--- src/rtl/engine_ctrl.sv ---
// engine_ctrl: sequencing controller for a single-bin SAT solving engine.
//
// The controller starts with level-0 implication and then loops through
// decide -> imply, or conflict -> analyze -> backtrack -> imply.  It stops
// when the bin is satisfied, unsatisfiable at level 0, or when analysis asks
// for a backtrack into a different bin.  Each sub-unit is driven by a
// level-style request that is held until that unit returns its done pulse.
// Decision requests are the exception: they are a single-cycle pulse.
//
// Optional feature macro: ENGINE_CTRL_STATS_EN
//   When defined, num_decisions_o and num_conflicts_o are live 32-bit
//   counters that clear whenever a new start is accepted.
//   When undefined, both ports stay on the interface but are tied to zero,
//   and no counter registers are built.

module engine_ctrl #(
    parameter int WIDTH_LVL    = 16,
    parameter int WIDTH_BIN_ID = 10
) (
    input  logic                    clk,
    input  logic                    rst,
    input  logic                    start_i,
    input  logic                    all_assigned_i,
    input  logic [WIDTH_LVL-1:0]    cur_lvl_i,
    input  logic [WIDTH_BIN_ID-1:0] cur_bin_num_i,
    input  logic [WIDTH_BIN_ID-1:0] bkt_bin_i,
    input  logic [WIDTH_LVL-1:0]    bkt_lvl_i,
    input  logic                    done_decision_i,
    input  logic                    done_imply_i,
    input  logic                    find_conflict_i,
    input  logic                    done_analyze_i,
    input  logic                    done_bkt_cur_bin_i,
    output logic                    start_decision_o,
    output logic                    apply_imply_o,
    output logic                    apply_analyze_o,
    output logic                    apply_bkt_cur_bin_o,
    output logic                    busy_o,
    output logic                    done_o,
    output logic [1:0]              result_o,
    output logic [31:0]             num_decisions_o,
    output logic [31:0]             num_conflicts_o
);

    // Completion codes reported on result_o.
    localparam logic [1:0] RES_SAT           = 2'd0;
    localparam logic [1:0] RES_UNSAT         = 2'd1;
    localparam logic [1:0] RES_BKT_OTHER_BIN = 2'd2;

    typedef enum logic [2:0] {
        IDLE     = 3'd0,
        DECIDE   = 3'd1,
        WAIT_DEC = 3'd2,
        IMPLY    = 3'd3,
        ANALYZE  = 3'd4,
        ANA_REL  = 3'd5,
        BKT      = 3'd6,
        DONE     = 3'd7
    } state_t;

    state_t     state;
    state_t     state_next;
    logic [1:0] result;
    logic [1:0] result_next;

    // The backtrack level belongs to the backtrack unit itself.  It is part
    // of the interface so that the whole handshake bundle is visible in one
    // place, but the sequencing here does not depend on it.
    logic unused_bkt_lvl;
    assign unused_bkt_lvl = ^bkt_lvl_i;

    // State register; a synchronous active-low reset aborts any operation.
    always_ff @(posedge clk) begin
        if (!rst) begin
            state <= IDLE;
        end else begin
            state <= state_next;
        end
    end

    // Capture the completion code on the edge that enters DONE, then hold it
    // until the next completion so software can read it at leisure.
    always_ff @(posedge clk) begin
        if (!rst) begin
            result <= RES_SAT;
        end else if ((state_next == DONE) && (state != DONE)) begin
            result <= result_next;
        end
    end

    // Next-state and request decode.  Each request is a pure function of the
    // registered state, so at most one request can be high in any cycle, and
    // handshake inputs are only looked at in the state that waits for them.
    always_comb begin
        state_next          = state;
        result_next         = result;
        start_decision_o    = 1'b0;
        apply_imply_o       = 1'b0;
        apply_analyze_o     = 1'b0;
        apply_bkt_cur_bin_o = 1'b0;
        busy_o              = 1'b0;
        done_o              = 1'b0;

        case (state)
            IDLE: begin
                // Level-0 implications are propagated before the first decision.
                if (start_i) begin
                    state_next = IMPLY;
                end
            end

            DECIDE: begin
                busy_o           = 1'b1;
                start_decision_o = 1'b1;
                state_next       = WAIT_DEC;
            end

            WAIT_DEC: begin
                busy_o = 1'b1;
                if (done_decision_i) begin
                    state_next = IMPLY;
                end
            end

            IMPLY: begin
                busy_o        = 1'b1;
                apply_imply_o = 1'b1;
                if (done_imply_i) begin
                    if (find_conflict_i) begin
                        if (cur_lvl_i == '0) begin
                            state_next  = DONE;
                            result_next = RES_UNSAT;
                        end else begin
                            state_next = ANALYZE;
                        end
                    end else if (all_assigned_i) begin
                        state_next  = DONE;
                        result_next = RES_SAT;
                    end else begin
                        state_next = DECIDE;
                    end
                end
            end

            ANALYZE: begin
                busy_o          = 1'b1;
                apply_analyze_o = 1'b1;
                if (done_analyze_i) begin
                    state_next = ANA_REL;
                end
            end

            ANA_REL: begin
                // One quiet cycle lets the analyzer's state list return to its
                // idle state before the backtrack target is compared.
                busy_o = 1'b1;
                if (bkt_bin_i != cur_bin_num_i) begin
                    state_next  = DONE;
                    result_next = RES_BKT_OTHER_BIN;
                end else begin
                    state_next = BKT;
                end
            end

            BKT: begin
                busy_o              = 1'b1;
                apply_bkt_cur_bin_o = 1'b1;
                if (done_bkt_cur_bin_i) begin
                    // Re-imply so that the learnt clause propagates.
                    state_next = IMPLY;
                end
            end

            DONE: begin
                done_o     = 1'b1;
                state_next = IDLE;
            end

            default: begin
                state_next = IDLE;
            end
        endcase
    end

    assign result_o = result;

`ifdef ENGINE_CTRL_STATS_EN
    logic [31:0] decisions;
    logic [31:0] conflicts;

    // Statistics: one count per decision pulse and per entry to ANALYZE.
    // Both counters clear on an accepted start and wrap naturally at 2^32.
    always_ff @(posedge clk) begin
        if (!rst) begin
            decisions <= '0;
            conflicts <= '0;
        end else if ((state == IDLE) && start_i) begin
            decisions <= '0;
            conflicts <= '0;
        end else begin
            if (state == DECIDE) begin
                decisions <= decisions + 32'd1;
            end
            if ((state == IMPLY) && (state_next == ANALYZE)) begin
                conflicts <= conflicts + 32'd1;
            end
        end
    end

    assign num_decisions_o = decisions;
    assign num_conflicts_o = conflicts;
`else
    assign num_decisions_o = '0;
    assign num_conflicts_o = '0;
`endif

endmodule

--- config.mk ---
export PLATFORM = sky130hd
export DESIGN_NAME = engine_ctrl
export DESIGN_NICKNAME = d
export VERILOG_FILES = /design/src/rtl/engine_ctrl.sv
export SDC_FILE = /design/constraint.sdc
export NUM_CORES = 1
export LEC_CHECK = 0
export BUFFER_PORTS_ARGS = -buffer_cell sky130_fd_sc_hd__buf_2
export CORE_MARGIN = 4
export CORE_UTILIZATION = 32
export CTS_CLUSTER_DIAMETER = 120
export DETAILED_ROUTE_END_ITERATION = 10
export PLACE_DENSITY = 0.78
export RECOVER_POWER = 50
export SETUP_SLACK_MARGIN = 0.3
export SLEW_MARGIN = 20
export SYNTH_ARGS = -nofsm -noshare
export SYNTH_HDL_FRONTEND = slang
export SYNTH_SLANG_ARGS = --single-unit
--- constraint.sdc ---
create_clock -name clk -period 2.15 [get_ports clk]
set_clock_uncertainty 0.2 [all_clocks]
set_input_delay 0 -clock clk [delete_from_list [all_inputs] [get_ports clk]]
set_output_delay 0 -clock clk [all_outputs]
set_load 0.01 [all_outputs]
==> run_results.csv <==
group,metric,value,unit
cells_and_area,layout-drive-gt1-share,29.4,%
timing,fin_tns_setup,0,ns
run_status,status,"finished, final reports clean",
place,port_buffers,52,
cells_and_area,n_antenna_cell,0,
flow_run,max_cap_violations,0,
routing,drt_iter0_drc,11,
critical_path,cp-startpoint,"state[1]$_SDFF_PN0_",
cells_and_area,multiInputGateArea,649,um^2
routing,antenna_left,0,
place,place_congestion,0.809,
critical_path,r2r_slack,0.45,ns
critical_path,reg2reg_from,"state[1]$_SDFF_PN0_",
synthesis,synth_top_cells_by_area,"buf_4, dfxtp_1, xnor2_1",
timing,period_share,79.0,%
floorplanning,rows,20,
critical_path,path_max_fanout,13,
timing,period_needed,1.70,ns
critical_path,critPathArrivalTime,1.63,ns
place,placed_cell_area,1080,um^2
cells_and_area,regArea,100,um^2
synthesis,synth_top_area_share,47.6,%
synthesis,synth.distinct_cells,29,
critical_path,cp-end-kind,"register",
floorplanning,coreArea,3030,um^2
cts,cts_inserted_buffers,3,
hold_path,hp-class,"input port to register",
global_route,grt_max_degree,14,
routing,avgRoutedWirePerCell,9.14,um
synthesis,synthFlopType,"dfxtp_1",
timing,drv_slew,0,
global_route,grt_pass1_wl,3.10,mm
timing,fmax,589,MHz
cts,htreeDepth,1,
global_route,grt_util_all_layers,9.30,%
floorplanning,initial_core_util,33.3,%
routing,num_vias,856,
routing,drc,0,
cells_and_area,areaGrowthSynthToFinish,13.3,%
floorplanning,die_w,64.1,um
global_route,antenna_found_initial,0,
synthesis,syn_inst,129,
global_route,overflow,0,
routing,first_pass_iters,4,
floorplanning,die_h,64.1,um
synthesis,synth_largest_area_cell,"buf_4",
cts,root_buffer,"clkbuf_4",
global_route,grt_pass1_vias,787,
cts,ctsResizeCount,0,
floorplanning,pin_count,133,
routing,via_per_inst,3.71,
power,p_leak,0.000634,uW
cells_and_area,fin_area,1140,um^2
critical_path,critPathLaunchType,"register",
cells_and_area,fill_cells,330,
critical_path,timing.rr.end,"result_o[0]$_SDFFE_PN0P_",
hold_path,hp-start,"done_analyze_i",
timing,grt_setup_unrepaired,"false",
timing,final-setup-viol-count,0,
power,powerDensity,361,nW/um^2
cts,numClockSinks,5,
cts,tritoncts,"built",
floorplanning,fp.dieArea,4110,um^2
hold_path,min_delay_path_depth,4,
synthesis,async_flop_share,0,%
synthesis,ys_warn_count,0,
timing,final-hold-violation-count,0,
hold_path,min_to,"state[0]$_SDFF_PN0_",
cts,clk_path_buf_depth,2,
synthesis,syn_area,1010,um^2
synthesis,synth_edf_count,0,
cts,path_clk_slew,0.04,ns
synthesis,synth_seq_cells,5,
place,dp_hpwl,1.83,mm
cts,cts_setup_buffers,0,
power,finalPower,412,uW
synthesis,synth_area_per_cell,7.82,um^2
critical_path,required,2.08,ns
critical_path,critPathKind,"register to register",
synthesis,yosysSeqAreaShare,9.93,%
cts,clk_latency,0.24,ns
routing,wirelength,2.11,mm
critical_path,r2r.worst_path.cells,4,
power,ir_drop,0.160,mV
cells_and_area,nets,249,
[cells in the final DEF (no fill, tap or decap)]
cell           netlist  layout
a211o_1              1       1
a311o_1              1       1
a31oi_1              2       2
and2_1               4       4
and3_1               1       1
and3b_1              3       3
and4_1               1       1
buf_2                0      47
clkbuf_1             3       7
clkbuf_4             0       3
conb_1               1      64
dfxtp_1              5       5
dlygate4sd3_1        0       5
inv_1                1       1
mux2i_1              1       1
nand2_1              4       4
nand2_2              1       1
nand3_1              1       1
nand4_1              2       2
nor2_1               3       3
nor3_1               1       1
nor3b_1              4       4
o211a_1              1       1
o21ai_0              6       6
o22ai_1              1       1
o31ai_1              1       1
o41ai_4              1       1
or3_1                1       1
or4_1                1       1
or4_4                3       3
xnor2_1             10      10
[flip-flops by register name (all words and copies together), names as in the netlist]
register	count
result_o	2
state	3
[how the worst max path moves through the flow]
stage,endpoint
6_report,result_o[0]$_SDFFE_PN0P_
5_1_grt,result_o[0]$_SDFFE_PN0P_
4_1_cts,result_o[0]$_SDFFE_PN0P_
3_5_place_dp,result_o[0]$_SDFFE_PN0P_
3_3_place_gp,result_o[0]$_SDFFE_PN0P_
2_1_floorplan,result_o[0]$_SDFFE_PN0P_
[report_power, final]
| group | switching (uW) | internal, uW | leakage, uW |
|---|---|---|---|
| registers | 13.9 | 102 | 0.0000410 |
| logic | 107 | 79.2 | 0.000578 |
| clock network | 39.7 | 70.2 | 0.0000150 |
[synthesized netlist by cell type, types with 2 or more instances]
master / count
xnor2_1: 10
or4_4: 3
and2_1: 4
nor3b_1: 4
clkbuf_1: 3
a31oi_1: 2
buf_4: 64
and3b_1: 3
nand4_1: 2
dfxtp_1: 5
nand2_1: 4
o21ai_0: 6
nor2_1: 3
[what timing repair did]
item,4_1_cts,5_1_grt
hold buffers,5,0
endpoints found under the hold margin,4,0
setup endpoints to repair,0,0
[layout make-up]
class / count / area share, %
clock buffers: 4 / 2.30
inverters: 1 / 0.329
multi-input cells: 119 / 56.8
flip-flops and latches: 5 / 8.76
well taps: 44 / 4.82
repair buffers: 58 / 26.9
[worst max-delay path: stages, from the launching register on]
cell and delay [ns]:
dfxtp_1 0.53, and3b_1 0.29, nand2_1 0.10, o211a_1 0.21
a311o_1 0.26
[layer usage]
| layer | global-route usage [%] | wire (um) |
|---|---|---|
| met1 | 8.87 | 651 |
| met2 | 17.9 | 1110 |
| met3 | 3.51 | 314 |
| met4 | 3.17 | 32 |
| met5 | 0 | 0 |
[logic make-up after synthesis]
group,after synthesis,share of synthesized area [%]
DFF,5,9.93
muxes,1,0.993
and+or+nand+nor,30,19.7
buffers and inverters,68,49.1
other,1,0.372
AOI/OAI and AO/OA,14,11.2
xor gates and xnor gates,10,8.68
[per-stage QoR]
step	instances	hold slack, ns	util (%)	setup slack [ns]
6_report	231	0.0396	37.7	0.452
4_1_cts	231	0.0498	38.1	0.452
3_3_place_gp	222	0.0332	35.5	0.359
3_5_place_dp	222	0.0409	35.5	0.343
2_1_floorplan	192	-0.101	-	0.530
5_1_grt	231	0.0807	37.7	0.341
Power figures use the tool's default switching activity.
